==> config.mk <==
export PLATFORM = sky130hd
export DESIGN_NAME = switch_send_queue
export DESIGN_NICKNAME = d
export VERILOG_FILES = /design/src/rtl/switch_send_queue_pkg.sv /design/src/rtl/switch_send_queue.sv
export SDC_FILE = /design/constraint.sdc
export NUM_CORES = 1
export LEC_CHECK = 0
export BUFFER_PORTS_ARGS = -buffer_cell sky130_fd_sc_hd__clkbuf_2
export CORE_MARGIN = 1.5
export CORE_UTILIZATION = 64
export CTS_BUF_LIST = sky130_fd_sc_hd__clkbuf_2 sky130_fd_sc_hd__clkbuf_4 sky130_fd_sc_hd__clkbuf_8
export DETAILED_ROUTE_END_ITERATION = 10
export GPL_TIMING_DRIVEN = 0
export PLACE_DENSITY = 0.87
export SYNTH_ARGS = -nofsm -noshare
export SYNTH_HDL_FRONTEND = slang
export SYNTH_SLANG_ARGS = --single-unit
export TNS_END_PERCENT = 30
==> constraint.sdc <==
create_clock -name clock -period 6.85 [get_ports clock]
set_input_delay 1.37 -clock clock [delete_from_list [all_inputs] [get_ports clock]]
set_output_delay 1.37 -clock clock [all_outputs]
set_load 0.01 [all_outputs]
==> src/rtl/switch_send_queue_pkg.sv <==
// Shared Switch types and helpers: message layout and destination-index width derivation.
// Payload elements carry IEEE-754 single-precision bit patterns so storage stays plain logic.
package switch_send_queue_pkg;

    localparam int unsigned MSG_WIDTH        = 2;
    localparam int unsigned SWITCH_CORE_SIZE = 3;

    typedef logic [31:0] sreal_t;

    function automatic int unsigned core_addr_size(input int unsigned core_size);
        return (core_size > 1) ? $clog2(core_size) : 1;
    endfunction

    localparam int unsigned MSG_CORE_ADDR_SIZE = core_addr_size(SWITCH_CORE_SIZE);

    typedef struct {
        logic [MSG_CORE_ADDR_SIZE-1:0] core_idx;
        sreal_t                        data [MSG_WIDTH];
    } msg_t;

endpackage

==> src/rtl/switch_send_queue.sv <==
// Per-core outbound message queue feeding one Switch send port; holds the head until send_ok.
module switch_send_queue
    import switch_send_queue_pkg::*;
#(
    parameter int unsigned WIDTH          = MSG_WIDTH,
    parameter int unsigned CORE_SIZE      = SWITCH_CORE_SIZE,
    parameter int unsigned DEPTH          = 4,
    parameter int unsigned CORE_ADDR_SIZE = core_addr_size(CORE_SIZE),
    parameter int unsigned COUNT_SIZE     = $clog2(DEPTH + 1)
) (
    input  logic                      clock,
    input  logic                      reset,
    input  logic                      flush,
    input  logic                      enq_valid,
    output logic                      enq_ready,
    input  logic [CORE_ADDR_SIZE-1:0] enq_core_idx,
    input  sreal_t                    enq_data [WIDTH],
    output logic                      send_ready,
    output logic [CORE_ADDR_SIZE-1:0] send_core_idx,
    output sreal_t                    send_data [WIDTH],
    input  logic                      send_ok,
    output logic [COUNT_SIZE-1:0]     count,
    output logic                      drop_err
);

    localparam int unsigned PTR_W = (DEPTH > 1) ? $clog2(DEPTH) : 1;
    localparam logic [PTR_W-1:0]          LAST_PTR   = PTR_W'(DEPTH - 1);
    localparam logic [COUNT_SIZE-1:0]     FULL_COUNT = COUNT_SIZE'(DEPTH);
    localparam logic [CORE_ADDR_SIZE:0]   CORE_LIMIT = (CORE_ADDR_SIZE + 1)'(CORE_SIZE);

    logic [CORE_ADDR_SIZE-1:0] core_mem [DEPTH];
    sreal_t                    data_mem [DEPTH][WIDTH];
    logic [PTR_W-1:0]          rd_ptr;
    logic [PTR_W-1:0]          wr_ptr;

    logic enq_handshake;
    logic idx_ok;
    logic do_enq;
    logic do_deq;

    function automatic logic [PTR_W-1:0] ptr_next(input logic [PTR_W-1:0] p);
        return (p == LAST_PTR) ? '0 : p + 1'b1;
    endfunction

    assign enq_ready     = (count < FULL_COUNT);
    assign send_ready    = (count != '0);
    assign enq_handshake = enq_valid && enq_ready;
    assign idx_ok        = ({1'b0, enq_core_idx} < CORE_LIMIT);
    assign do_enq        = enq_handshake && idx_ok;
    assign do_deq        = send_ready && send_ok;

    always_ff @(posedge clock) begin
        if (reset || flush) begin
            rd_ptr   <= '0;
            wr_ptr   <= '0;
            count    <= '0;
            drop_err <= 1'b0;
        end else begin
            drop_err <= enq_handshake && !idx_ok;
            if (do_enq) begin
                wr_ptr <= ptr_next(wr_ptr);
            end
            if (do_deq) begin
                rd_ptr <= ptr_next(rd_ptr);
            end
            case ({do_enq, do_deq})
                2'b10:   count <= count + 1'b1;
                2'b01:   count <= count - 1'b1;
                default: count <= count;
            endcase
        end
    end

    // Storage carries no reset; validity is tracked solely by count and the pointers.
    always_ff @(posedge clock) begin
        if (!reset && !flush && do_enq) begin
            core_mem[wr_ptr] <= enq_core_idx;
            data_mem[wr_ptr] <= enq_data;
        end
    end

    always_comb begin
        send_core_idx = '0;
        for (int unsigned i = 0; i < WIDTH; i++) begin
            send_data[i] = '0;
        end
        if (send_ready) begin
            send_core_idx = core_mem[rd_ptr];
            for (int unsigned i = 0; i < WIDTH; i++) begin
                send_data[i] = data_mem[rd_ptr][i];
            end
        end
    end

endmodule

==> flow_results.org, run 1 <==
** Outcome
- Outcome :: finished, final reports clean

** Synth
- Largest family of logic cells by synthesized area :: multiplexers
- Mean instance size in the synthesized netlist :: 21.91 um2
- Netlist area before placement :: 10470 um2
- Parity-gate share of the synthesized area counting xor and xnor cells :: 0.001673
- Adder-Cell Fraction of Synth Area :: 0.009080
- Post-synthesis simple-gate area fraction :: 0.05137
- Multiplexer fraction of the synthesized cell area :: 0.1419
- Gate Count Post-Synth :: 478
- Synthesized net count :: 556
- The synthesized design contains approximately 270 register bits.
- Distinct cell type count of the synthesized netlist :: 23
- The fraction of the mapped netlist area in compound gates was 0.005018.
- Yosys synthesis warning count :: 0
- Sequential-to-total area share from yosys stat :: 0.7761

** Critical path
- Walking the worst path, the cells encountered are inv_1, nand3_1, clkbuf_1, clkbuf_1, and2_1, clkbuf_2.
- The largest individual stage delay along the critical path comes from the cell dfxtp_1.
- In this run the worst path has a maximum fanout of 10.
- Critical path class :: flop to output port
- The number of buffers and inverters on the critical path is 4.
- Crit start category :: flop
- Critical path's largest stage delay :: 450 ps
- Counting stages on the worst path, the most repeated cell is clkbuf_1.
- Required time reported for the critical path endpoint :: about 5500 ps
- STA puts the critical path data arrival time at roughly 2500 ps.
- STA classifies the critical path endpoint as an output port.
- Worst path top cell family by delay :: buffers and inverters

** Final layout
- Commonest cells after routing, fill and taps aside :: edfxtp_1, clkbuf_2, and2_1
- Most common library cell in the layout ignoring fill and taps :: edfxtp_1
- Antenna cell count :: 0
- With fillers left out, the area of the finished cells amounts to between 10000 and 15000 um2.
- Measured on the finished design, the core utilization comes to 0.7750.
- Layout area overhead :: 17.98%
- The count of cells in the finished layout, fillers not included, comes to 910.
- Number of nets in the layout :: 746
- In the final layout, the share of cells above drive strength 1 is 0.4193.

** Detailed routing
- The detail route stage leaves a number of antenna-violating nets equal to 0.
- Ratio of routed vias to standard cells :: between 5 and 6
- Routed wire length :: 19080 um
- For this run, design rule violations remaining after detail routing come to 0.
- Across all layers, the routed design uses 5148 vias.
- Initial detailed-routing violation count :: 338
- In the final routed layout, each cell accounts on average for 20.97 um.
- The pre-antenna-repair detailed-routing pass consisted of 5 iterations.

** Placed design
- The HPWL after detailed placement is 11970 um.
- Cell Count Post-Placement :: 840
- Port buffering added about 140 buffers.
- Area of placed instances :: 11560 um2
- Worst setup slack before clock tree synthesis :: 3085 ps
- GPL Wtd Cong :: 0.7366

** GRT
- After global routing the overflow that remains totals 0.
- The first global-routing pass estimated between 20000 and 30000 um of wire.
- Across every metal layer, demand over resource in global routing totals 0.2324.
- Initial antenna violation count :: 0
- Largest net degree at the start of global routing :: 43
- The number of global-route vias before repair was 5558.

** Power and ir drop
- Switch share :: 0.2001
- Cell internal power was estimated by the tool at 2631 uW.
- Summed over all nets, the switching power comes to about 660 uW.
- Worst supply voltage drop on vdd :: 0.0002503 V
- Lkg Pwr :: 0.004286 uW
- Dividing total power by cell area gives a power density of 266.2 nW/um2.
- Of the total power, combinational logic draws 0.045.
- The share of total power dissipated in sequential elements is 0.564.
- Of the total power, the clock network draws 0.390.

** Timing
- Share of the cycle needed by the critical path after routing :: 0.5569
- Setup violations remaining at the end of the flow were counted as 0.
- Measured against its own limit, the worst slew margin works out to 0.5521.
- Clock period minus final worst setup slack :: 3815 ps
- Maximum clock frequency :: 0.2621 GHz
- For the pin with the worst max-slew slack, the measured transition is 671.8 ps.
- Setup repair after global routing missed its margin :: false
- Pins Over Slew Limit :: 0
- Setup slack on the critical path of the routed design comes to 3035 ps.
- Worst clock skew on the final layout :: 19.81 ps
- Sum Neg Setup Slack :: 0 ps
- The final count of hold timing violations is 0.

** Flow run
- The tool flagged a number of max-cap violations equal to 0.

** CTS
- Once the clock tree was built, the resizer swapped 0 gates to a different size.
- Hold repair after CTS inserted 0 buffers.
- Counting the buffers created by CTS gives 42.
- Clock tree synthesis found a total of 274 sinks.
- Clock Tree Root :: clkbuf_8
- Once the clock tree was built, the setup fixing pass inserted 0 buffers.
- The clock passes through at most 3 buffers.
- CTS tree :: done
- CTS built an H-tree with a depth of 2.
- After clock tree synthesis, the clock-pin slew on the worst setup and hold paths is 60 ps.
- The later pin in the worst-skew pair is clocked with a latency of 530 ps.

** Floorplanning
- Placement Rows :: 46
- 143 I/O pins were placed.
- Die Area :: 17140 um2
- For this configuration, the core starts out at a cell density of 0.6569.
- Die W :: 130.9 um
- The die is about 130 um tall.
- In this run the standard cell core region covers 15940 um2.

** Hold path
- Kind of path behind the tightest hold check :: flop to flop
through the flow:
stage | hold slack [ps] | total power, uW
global route | 559.9 | 3393
detailed placement | 521.2 | 2040
finish | 530.4 | 3289
global placement | 480.5 | 2031
floorplan | 463.4 | 1963
CTS | 530.9 | 3312
registers in the layout (all words and copies together), names as in the netlist, named ones only:
name,cells
rd_ptr,2
data_mem,256
count,3
drop_err,1
wr_ptr,2
core_mem,8
synthesized netlist by cell type:
cell	count	area (um2)
inv_1	7	26.28
nand3_1	3	15.01
nor3_1	2	10.01
o31ai_1	1	7.510
buf_2	7	35.03
nor2_1	4	15.01
a21oi_1	5	25.02
buf_6	5	56.30
nand2b_1	1	6.260
o21ai_0	4	20.02
and2_1	71	444.2
or3_1	2	12.51
dfxtp_1	10	200.2
nand2_1	4	15.01
ha_1	6	75.07
clkbuf_1	10	37.54
or2_2	1	6.260
edfxtp_1	264	7928
fa_1	1	20.02
mux4_2	66	1486
nor2b_1	1	6.260
or4_1	1	7.510
xor2_1	2	17.52
routing by layer:
metal | vias up | track usage | share of wire
met5 | - | 0 | 0
met1 | 2619 | 0.2907 | 0.37
met2 | 193 | 0.4040 | 0.55
met3 | 23 | 0.04397 | 0.060
li1 | 2313 | - | -
met4 | 0 | 0.09890 | 0.019
power by group through the flow:
stage | registers (uW) | logic (uW) | clock network (uW)
2_1_floorplan | 1890 | 71.6 | 0
3_3_place_gp | 1890 | 140 | 0
3_5_place_dp | 1890 | 149 | 0
4_1_cts | 1860 | 150 | 1310
5_1_grt | 1860 | 163 | 1370
6_report | 1860 | 148 | 1280
worst register-to-register path: cells and delay by family, from the launching register on:
| family | cells | cell delay [ps] |
|---|---|---|
| flip-flops | 1 | 370 |
| buffers and inverters | 1 | 320 |
| AND/OR/NAND/NOR | 3 | 1260 |
path summary, 6_finish.rpt:
kind / slack [ps] / end / startpoint / depth (start not counted)
max: 3030 / send_data[51] / count[2] / 6
max reg2reg: 4570 / data_mem[0][39] / count[2] / 4
min: 530 / rd_ptr[0] / rd_ptr[0] / 2
min reg2reg: 530 / rd_ptr[0] / rd_ptr[0] / 2
layout make-up:
type,count,area (um2)
Buffer,22,128.9
Clock buffer,54,674.4
Clock inverter,16,122.6
Fill cell,871,3587
Inverter,7,26.28
Multi-Input combinational cell,175,2200
Sequential cell,274,8128
Tap cell,216,270.3
Timing Repair Buffer,146,805.8
cells by family (layout without fill, tap and decap cells):
logic type | count (synthesis) | in the layout
flops | 274 | 274
compound gates | 10 | 10
mux | 66 | 66
simple gates | 90 | 90
fa+ha+maj | 7 | 7
xor+xnor | 2 | 2
buf+inv | 29 | 245
Note: power is estimated with default switching activity, not from simulation.
==> run 2: changes to the inputs <==
--- a/config.mk
+++ b/config.mk
@@ -7,11 +7,11 @@
 export LEC_CHECK = 0
 export BUFFER_PORTS_ARGS = -buffer_cell sky130_fd_sc_hd__clkbuf_2
 export CORE_MARGIN = 1.5
-export CORE_UTILIZATION = 64
+export CORE_UTILIZATION = 59
 export CTS_BUF_LIST = sky130_fd_sc_hd__clkbuf_2 sky130_fd_sc_hd__clkbuf_4 sky130_fd_sc_hd__clkbuf_8
 export DETAILED_ROUTE_END_ITERATION = 10
 export GPL_TIMING_DRIVEN = 0
-export PLACE_DENSITY = 0.87
+export PLACE_DENSITY = 0.82
 export SYNTH_ARGS = -nofsm -noshare
 export SYNTH_HDL_FRONTEND = slang
 export SYNTH_SLANG_ARGS = --single-unit
==> constraint.sdc (replaced) <==
create_clock -name clock -period 3.8 [get_ports clock]
set_input_delay 0.76 -clock clock [delete_from_list [all_inputs] [get_ports clock]]
set_output_delay 0.76 -clock clock [all_outputs]
set_load 0.01 [all_outputs]
==> run 2 against run 1 <==
Utilization fell by 5.5 points. Clock power is 95% higher. Clock-buffer cell count increased by 10. Die area rose by 8.3%. Cell count up 1.4%. Combinational power grew 79%. Setup slack lost 2500 ps. Worst hold slack got worse by 85 ps. Critical path depth stayed put. Critical endpoint is now send_data[30]. Largest power group unchanged.
==> flow_results.org, run 2 (synthesis gave the netlist of run 1 again) <==
** Outcome
- Outcome :: finished, final reports clean

** Critical path
- Slowest cell on the critical path :: clkbuf_1
- Largest driver fanout on the critical path :: 10 (unchanged)
- Most common cell type on the critical path :: clkbuf_1
- FF-to-FF path depth :: 4 (unchanged)
- Arrival time of data at the critical path endpoint :: 2520 ps (+70 ps)
- Endpoint of the worst register-to-register path :: data_mem[2][27]
- Series of cell instances along the critical path :: inv_1, nand3_1, clkbuf_1, clkbuf_1, and2_1, clkbuf_2
- The count of buffer and inverter cells on the critical path came to 4 (unchanged).
- Crit start category :: flop
- The critical path is of the flop to output port type.
- The startpoint identified for the worst register-to-register timing path is count[2].
- The highest cell delay on the worst timing path came to 450 ps (about the same).
- Reg2reg setup slack :: 1550 ps (-3020 ps)
- Worst path top cell family by delay :: buffers and inverters
- Category of the worst setup path capture point :: output port
- The required time reported for the critical path endpoint is 3040 ps (-2440 ps).

** Floorplanning
- The I/O pin count is 143 (unchanged).
- The floorplan die height is 136.2 um (+4.1%).
- Area of the core region :: 17300 um2 (+8.5%)
- The overall die area is 18560 um2 (+8.3%).
- Placement Rows :: 48 (+4.3%)
- Die W :: 136.2 um (+4.1%)
- Initial core utilization :: 0.6055 (-0.05141)

** Timing
- Worst setup margin :: 518.5 ps (-2516 ps)
- Setup repair after global routing left no endpoint under its margin.
- The worst path needs 3282 ps of the cycle, external delays included.
- Timing would allow up to 0.3047 GHz.
- Final setup fails :: 0 (unchanged)
- Final-report hold violation count :: 0 (unchanged)
- Worst clock skew on the final layout :: 19.75 ps (-0.06440 ps)
- The max-slew violation count was 0 (unchanged).
- The max-slew headroom at the worst pin was 0.5674 (+0.01528).
- Of the available clock period, the critical path in the final layout requires 0.8636.
- Worst Hold Slack :: 445.0 ps (-85.45 ps)
- Measured slew at the worst slew-check pin :: 648.9 ps (-22.92 ps)

** Placed design
- Cell Count Post-Placement :: 849 (+1.1%)
- Hpwl dp :: 11620 um (-2.9%)
- Worst setup slack before clock tree synthesis :: 693.6 ps (-2391 ps)
- The total of buffers placed on input and output ports was 142 (unchanged).
- GPL Wtd Cong :: 0.7420 (+0.73%)

** Detailed routing
- The average wire length per cell after detail routing came to 20.40 um (-2.7%).
- The routed wire length came to 18830 um (-1.3%).
- Initial detailed-routing violation count :: 280 (-17%)
- Ratio of routed vias to standard cells :: 5.605 (-0.93%)
- Number of remaining DRC errors :: 0 (unchanged)
- Total number of vias :: 5173 (+0.49%)
- Detail Route Antenna Nets :: 0 (unchanged)
- The number of optimization iterations in the first detailed-route pass was 4 (-1).

** Final layout
- Number of inserted filler cells in the final layout :: 1025 (+18%)
- Number of nets in the layout :: 746 (unchanged)
- The share of final-layout standard cells stronger than drive strength 1 was 0.4255 (+0.006193).
- The flip-flop count of the largest register after layout came to 256 (unchanged).
- Commonest cells after routing, fill and taps aside :: edfxtp_1, clkbuf_2, and2_1
- Largest register by flop count :: data_mem
- Layout area overhead :: 18.94%
- Most common library cell in the layout ignoring fill and taps :: edfxtp_1
- The count of placed standard cells in the final layout, fillers left out is 923 (+1.4%).
- In the final layout, the registers with the most flip-flops are data_mem: 256 flops, core_mem: 8 flops, count: 3 flops.
- Antenna cell count :: 0 (unchanged)
- Fin util :: 0.7201 (-0.05487)

** Power and ir drop
- The maximum resistive drop on vdd came to 0.0004863 V (+94%).
- The leakage component of the power was 0.004335 uW (+1.1%).
- Pwr Density :: 490.8 nW/um2 (+84%)

** GRT
- The residual overflow from global routing was 0 (unchanged).
- Wire length of the first global-routing pass :: 28990 um (+0.33%)
- The number of global-route vias before repair was 5541 (-0.31%).
- The largest net degree at the start of global routing is 54 (+26%).
- GR Util All Layers :: 0.2115 (-0.02088)
- Initial antenna violation count :: 0 (unchanged)

** CTS
- The post-cts hold buffer count is 0 (unchanged).
- Clock Tree Root :: clkbuf_8
- Cts repair resizes :: 0 (unchanged)
- Clock sink total :: 274 (unchanged)
- The count of H-tree levels built during CTS was 2 (unchanged).
- Maximum number of buffers from clock root to sink :: 3 (unchanged)
- The latest clock arrival within the worst-skew pair came to 530 ps (about the same).
- TritonCTS built the clock tree.
- The number of setup buffers added after CTS came to 0 (unchanged).
- Clock-pin slew on the worst setup and hold paths :: 60 ps (about the same)
- Number of clock buffers inserted by TritonCTS :: 42 (unchanged)

** Hold path
- The worst hold path stage count came to 1 (-1).
- The worst hold path terminates at data_mem[2][58].
- Startpoint of the worst hold path :: enq_data[58]
- Kind of path behind the tightest hold check :: input port to flop

** Flow run
- Max_cap viols :: 0 (unchanged)
[run 2: changes by cell type in the layout (fill, tap and decap cells not counted)]
cell and delta:
clkinv_2 -3, clkbuf_4 +3, clkinvlp_4 -1, clkinv_1 -2, clkbuf_8 +7
[run 2: worst register-to-register path, delay by kind of cell (launching register included)]
kind          cells  cell delay (ps)
simple gates      3             1240
flops             1              360
buf+inv           1              310
[run 2: area by class of cell]
cell class | count | area [um2] | area share
Multi-Input combinational cell | 175 | 2200 | 0.1766
Clock inverter | 10 | 92.59 | 0.007433
Sequential cell | 274 | 8128 | 0.6525
Tap cell | 225 | 281.5 | 0.02260
Timing Repair Buffer | 146 | 805.8 | 0.06469
Buffer | 22 | 128.9 | 0.01035
Inverter | 7 | 26.28 | 0.002109
Clock buffer | 64 | 793.3 | 0.06369
[run 2: stage by stage]
stage                     power (uW)  TNS [ps]  cell area, um2
after global routing            6310         0           12460
final                           6113         0           12460
after CTS                       6170         0           12460
after detailed placement        3678         0           11570
after floorplan                 3539         0           10470
after global placement          3662   -269280           11460
[run 2: worst max-delay path by stage]
stage	to	slack (ps)	cells after the start	from
CTS	send_data[30]	460	6	count[0]
finish	send_data[30]	520	6	count[0]
detailed placement	data_mem[2][29]	690	6	flush
floorplan	core_mem[3][0]	310	4	flush
global route	send_data[30]	320	6	count[0]
global placement	data_mem[0][29]	-1030	5	flush
[run 2: layer usage]
layer,vias to the layer above,share of wire,global-route usage
met5,-,0,0
met2,163,0.51,0.3485
met1,2663,0.41,0.2799
met4,0,0.015,0.06442
li1,2321,-,-
met3,26,0.065,0.05742
[run 2: where the power goes]
part | total [uW] | internal (uW) | leakage [uW] | switching, uW
Sequential | 3350 | 3340 | 0.00246 | 8.09
Clock | 2500 | 1460 | 0.000469 | 1040
Combinational | 265 | 116 | 0.00140 | 149
Total | 6110 | 4910 | 0.00434 | 1200
==> run 3: changes to the inputs <==
--- a/config.mk
+++ b/config.mk
@@ -5,13 +5,16 @@
 export SDC_FILE = /design/constraint.sdc
 export NUM_CORES = 1
 export LEC_CHECK = 0
-export BUFFER_PORTS_ARGS = -buffer_cell sky130_fd_sc_hd__clkbuf_2
+export BUFFER_PORTS_ARGS = -buffer_cell sky130_fd_sc_hd__buf_2
+export CELL_PAD_IN_SITES_DETAIL_PLACEMENT = 1
+export CELL_PAD_IN_SITES_GLOBAL_PLACEMENT = 2
 export CORE_MARGIN = 1.5
-export CORE_UTILIZATION = 59
+export CORE_UTILIZATION = 46
 export CTS_BUF_LIST = sky130_fd_sc_hd__clkbuf_2 sky130_fd_sc_hd__clkbuf_4 sky130_fd_sc_hd__clkbuf_8
 export DETAILED_ROUTE_END_ITERATION = 10
 export GPL_TIMING_DRIVEN = 0
 export PLACE_DENSITY = 0.82
+export SLEW_MARGIN = 15
 export SYNTH_ARGS = -nofsm -noshare
 export SYNTH_HDL_FRONTEND = slang
 export SYNTH_SLANG_ARGS = --single-unit
==> run 3 against run 2 <==
Clock-buffer cell count up 2. Sequential cell count did not move. Clock skew shrank 12 ps. Wire length grew 13%.
==> flow_results.org, run 3 (synthesis gave the netlist of run 1 again) <==
** Power and ir drop
- Pwr Density :: 509.0 nW/um2 (+3.7%)
- The leakage component of the power came to 0.004438 uW (+2.4%).
- The maximum resistive drop on vdd came to 0.0002752 V (-43%).

** Critical path
- The startpoint identified for the worst register-to-register timing path is count[2].
- The count of buffer and inverter cells on the critical path is 4 (unchanged).
- STA classifies the critical path startpoint as a flop.
- Slowest cell on the critical path :: clkbuf_1
- The minimum setup slack among reg-to-reg paths was 1620 ps (+70 ps).
- Worst path top cell family by delay :: buffers and inverters
- The endpoint identified for the worst register-to-register timing path is data_mem[3][13].
- The signal on the critical path passes through inv_1, nand3_1, clkbuf_1, clkbuf_1, and2_1, buf_2.
- The critical path in this run is classified as flop to output port.
- The highest cell delay on the worst timing path is 520 ps (+70 ps).
- Required time reported for the critical path endpoint :: 3040 ps (about the same)
- The number of cells on the worst reg-to-reg path is 4 (unchanged).
- The biggest fanout along the worst timing path came to 10 (unchanged).
- The arrival time at the worst endpoint is 2560 ps (+40 ps).
- Most common cell type on the critical path :: clkbuf_1
- STA classifies the critical path endpoint as an output port.

** Final layout
- In the final layout, the registers with the most flip-flops are data_mem: 256 flops, core_mem: 8 flops, count: 3 flops.
- More flip-flops sit in one register than any other, and that register is data_mem.
- The number of fill cells in the layout was 2037 (+99%).
- Final standard cell count with taps included and fillers excluded :: 992 (+7.5%)
- Area occupied by multi-input gates :: 2200 um2 (unchanged)
- The register area is 8128 um2 (unchanged).
- The library cell used most frequently in the layout, excluding fill and tap cells, is edfxtp_1.
- Share of cells above drive strength 1 :: 0.4320 (+0.006510)
- The final design instance area without fill was 12670 um2 (+1.7%).
- The flip-flop count of the largest register after layout was 256 (unchanged).
- Compared with the post-synthesis result, the final layout area differs by 21.02%.
- Number of nets in the layout :: 749 (+0.40%)
- Commonest cells after routing, fill and taps aside :: edfxtp_1, buf_2, and2_1

** Floorplanning
- The number of placement rows was 55 (+15%).
- The initial standard-cell utilization of the core was 0.4654 (-0.1401).
- The I/O pin count is 143 (unchanged).
- Die W :: 153.9 um (+13%)
- Die Span Y :: 153.9 um (+13%)
- Area of the core region :: 22500 um2 (+30%)
- Die Area :: 23680 um2 (+28%)

** GRT
- Vias in the first global route :: 5883 (+6.2%)
- Largest net degree at the start of global routing :: 42 (-22%)
- The global-route usage over all layers is 0.1866 (-0.02493).
- Total congestion overflow after global routing :: 0 (unchanged)
- Initial antenna violation count :: 1 (+1)
- Wire length of the first global-routing pass :: 33130 um (+14%)

** Timing
- Measured slew at the worst slew-check pin :: 723.7 ps (+74.78 ps)
- Worst clock skew on the final layout :: 7.946 ps (-11.80 ps)
- Maximum clock frequency :: 0.3008 GHz (-1.3%)
- Sum Neg Setup Slack :: 0 ps (unchanged)
- Pins Over Slew Limit :: 0 (unchanged)
- The final clock period utilization by the worst path came to 0.8749 (+0.01135).
- Max-slew headroom :: 0.5176 (-0.04985)
- Final setup fails :: 0 (unchanged)
- Worst Hold Slack :: 437.2 ps (-7.801 ps)
- Setup repair after global routing left no endpoint under its margin.
- The post-layout minimum cycle time is 3325 ps (+43.13 ps).
- Final-report hold violation count :: 0 (unchanged)
- Worst setup margin :: 475.3 ps (-43.13 ps)

** Placed design
- The setup slack at placement came to 718.8 ps (+25.24 ps).
- Total of buffers placed on input and output ports :: 142 (unchanged)
- The placed wire-length estimate after detailed placement is 13180 um (+13%).
- Cell Count Post-Placement :: 909 (+7.1%)
- Area of placed instances :: 11660 um2 (+0.78%)
- GPL Wtd Cong :: 0.7118 (-4.1%)

** Detailed routing
- The detailed-route vias per instance was 5.212 (-7.0%).
- The initial detailed-routing violation count is 253 (-9.6%).
- The post-route DRC violation count was 0 (unchanged).
- The post-detailed-route count of antenna-violating nets was 0 (unchanged).
- The number of optimization iterations in the first detailed-route pass is 4 (unchanged).
- The average wire length per cell after detail routing came to 21.52 um (+5.5%).
- The routed wire length came to 21340 um (+13%).
- The overall via count from detail_route came to 5170 (-0.058%).

** Hold path
- Number of cells on the worst hold path :: 1 (unchanged)
- The worst hold path terminates at data_mem[3][52].
- Startpoint of the worst hold path :: enq_data[52]
- Kind of path behind the tightest hold check :: input port to flop

** CTS
- CTS tree :: done
- Clock Tree Root :: clkbuf_8
- The number of gates resized after cts is 0 (unchanged).
- Post-CTS setup buffer count :: 0 (unchanged)
- The number of clock sinks came to 274 (unchanged).
- Max H-tree Level :: 2 (unchanged)
- The post-cts hold buffer count came to 0 (unchanged).
- The total clock buffers created by CTS is 45 (+7.1%).
- The clock tree buffer depth is 3 (unchanged).
- The clock slew seen by the registers of the worst setup and hold paths is 70 ps (about the same).
- Clock Latency Late Sink :: 540 ps (about the same)

** Outcome
- The run finished with clean final reports.

** Flow run
- The reported max-cap violation count is 0 (unchanged).
## run 3: changes by cell type in the layout (fill, tap and decap cells not counted)
cell / previous run / this run
buf_2: 7 / 149
clkbuf_2: 142 / 0
bufinv_16: 2 / 5
buf_12: 2 / 0
buf_16: 2 / 4
clkbuf_4: 14 / 16
clkinvlp_4: 0 / 2
clkinv_2: 2 / 3
diode_2: 0 / 1
## run 3: metal layers
metal,vias to the layer above,GRT usage,wire (um)
li1,2331,-,-
met1,2653,0.2261,8580
met2,146,0.3290,11180
met3,40,0.04397,1083
met4,0,0.06426,503
met5,-,0,0
## run 3: how the worst max path moves through the flow
stage / from / endpoint / slack (ps) / cells after the start
floorplan: flush / core_mem[3][0] / 310 / 4
global placement: flush / data_mem[1][37] / -1100 / 5
detailed placement: flush / data_mem[3][26] / 720 / 6
CTS: count[0] / send_data[47] / 390 / 6
global route: count[0] / send_data[46] / 240 / 6
finish: count[0] / send_data[47] / 480 / 6
## run 3: per-stage QoR
step	power, uW	util
global route	6663	0.5631
CTS	6533	0.5631
finish	6450	0.5632
floorplan	3539	-
global placement	3667	0.5128
detailed placement	3686	0.5182
## run 3: cell type report
cell class,instances,share of cell area
flip-flops and latches,274,0.6413
multi-input cells,175,0.1736
repair buffers,146,0.06476
clock buffers,66,0.06378
well taps,285,0.02814
clock inverters,16,0.01599
plain buffers,22,0.01017
inverters,7,0.002073
diodes,1,0.0001975
## run 3: report_power, final
group          leakage, uW  switching (uW)  internal, uW  total (uW)
combinational      0.00145             154           118         272
sequential         0.00246            7.79          3340        3350
clock             0.000525            1130          1710        2830
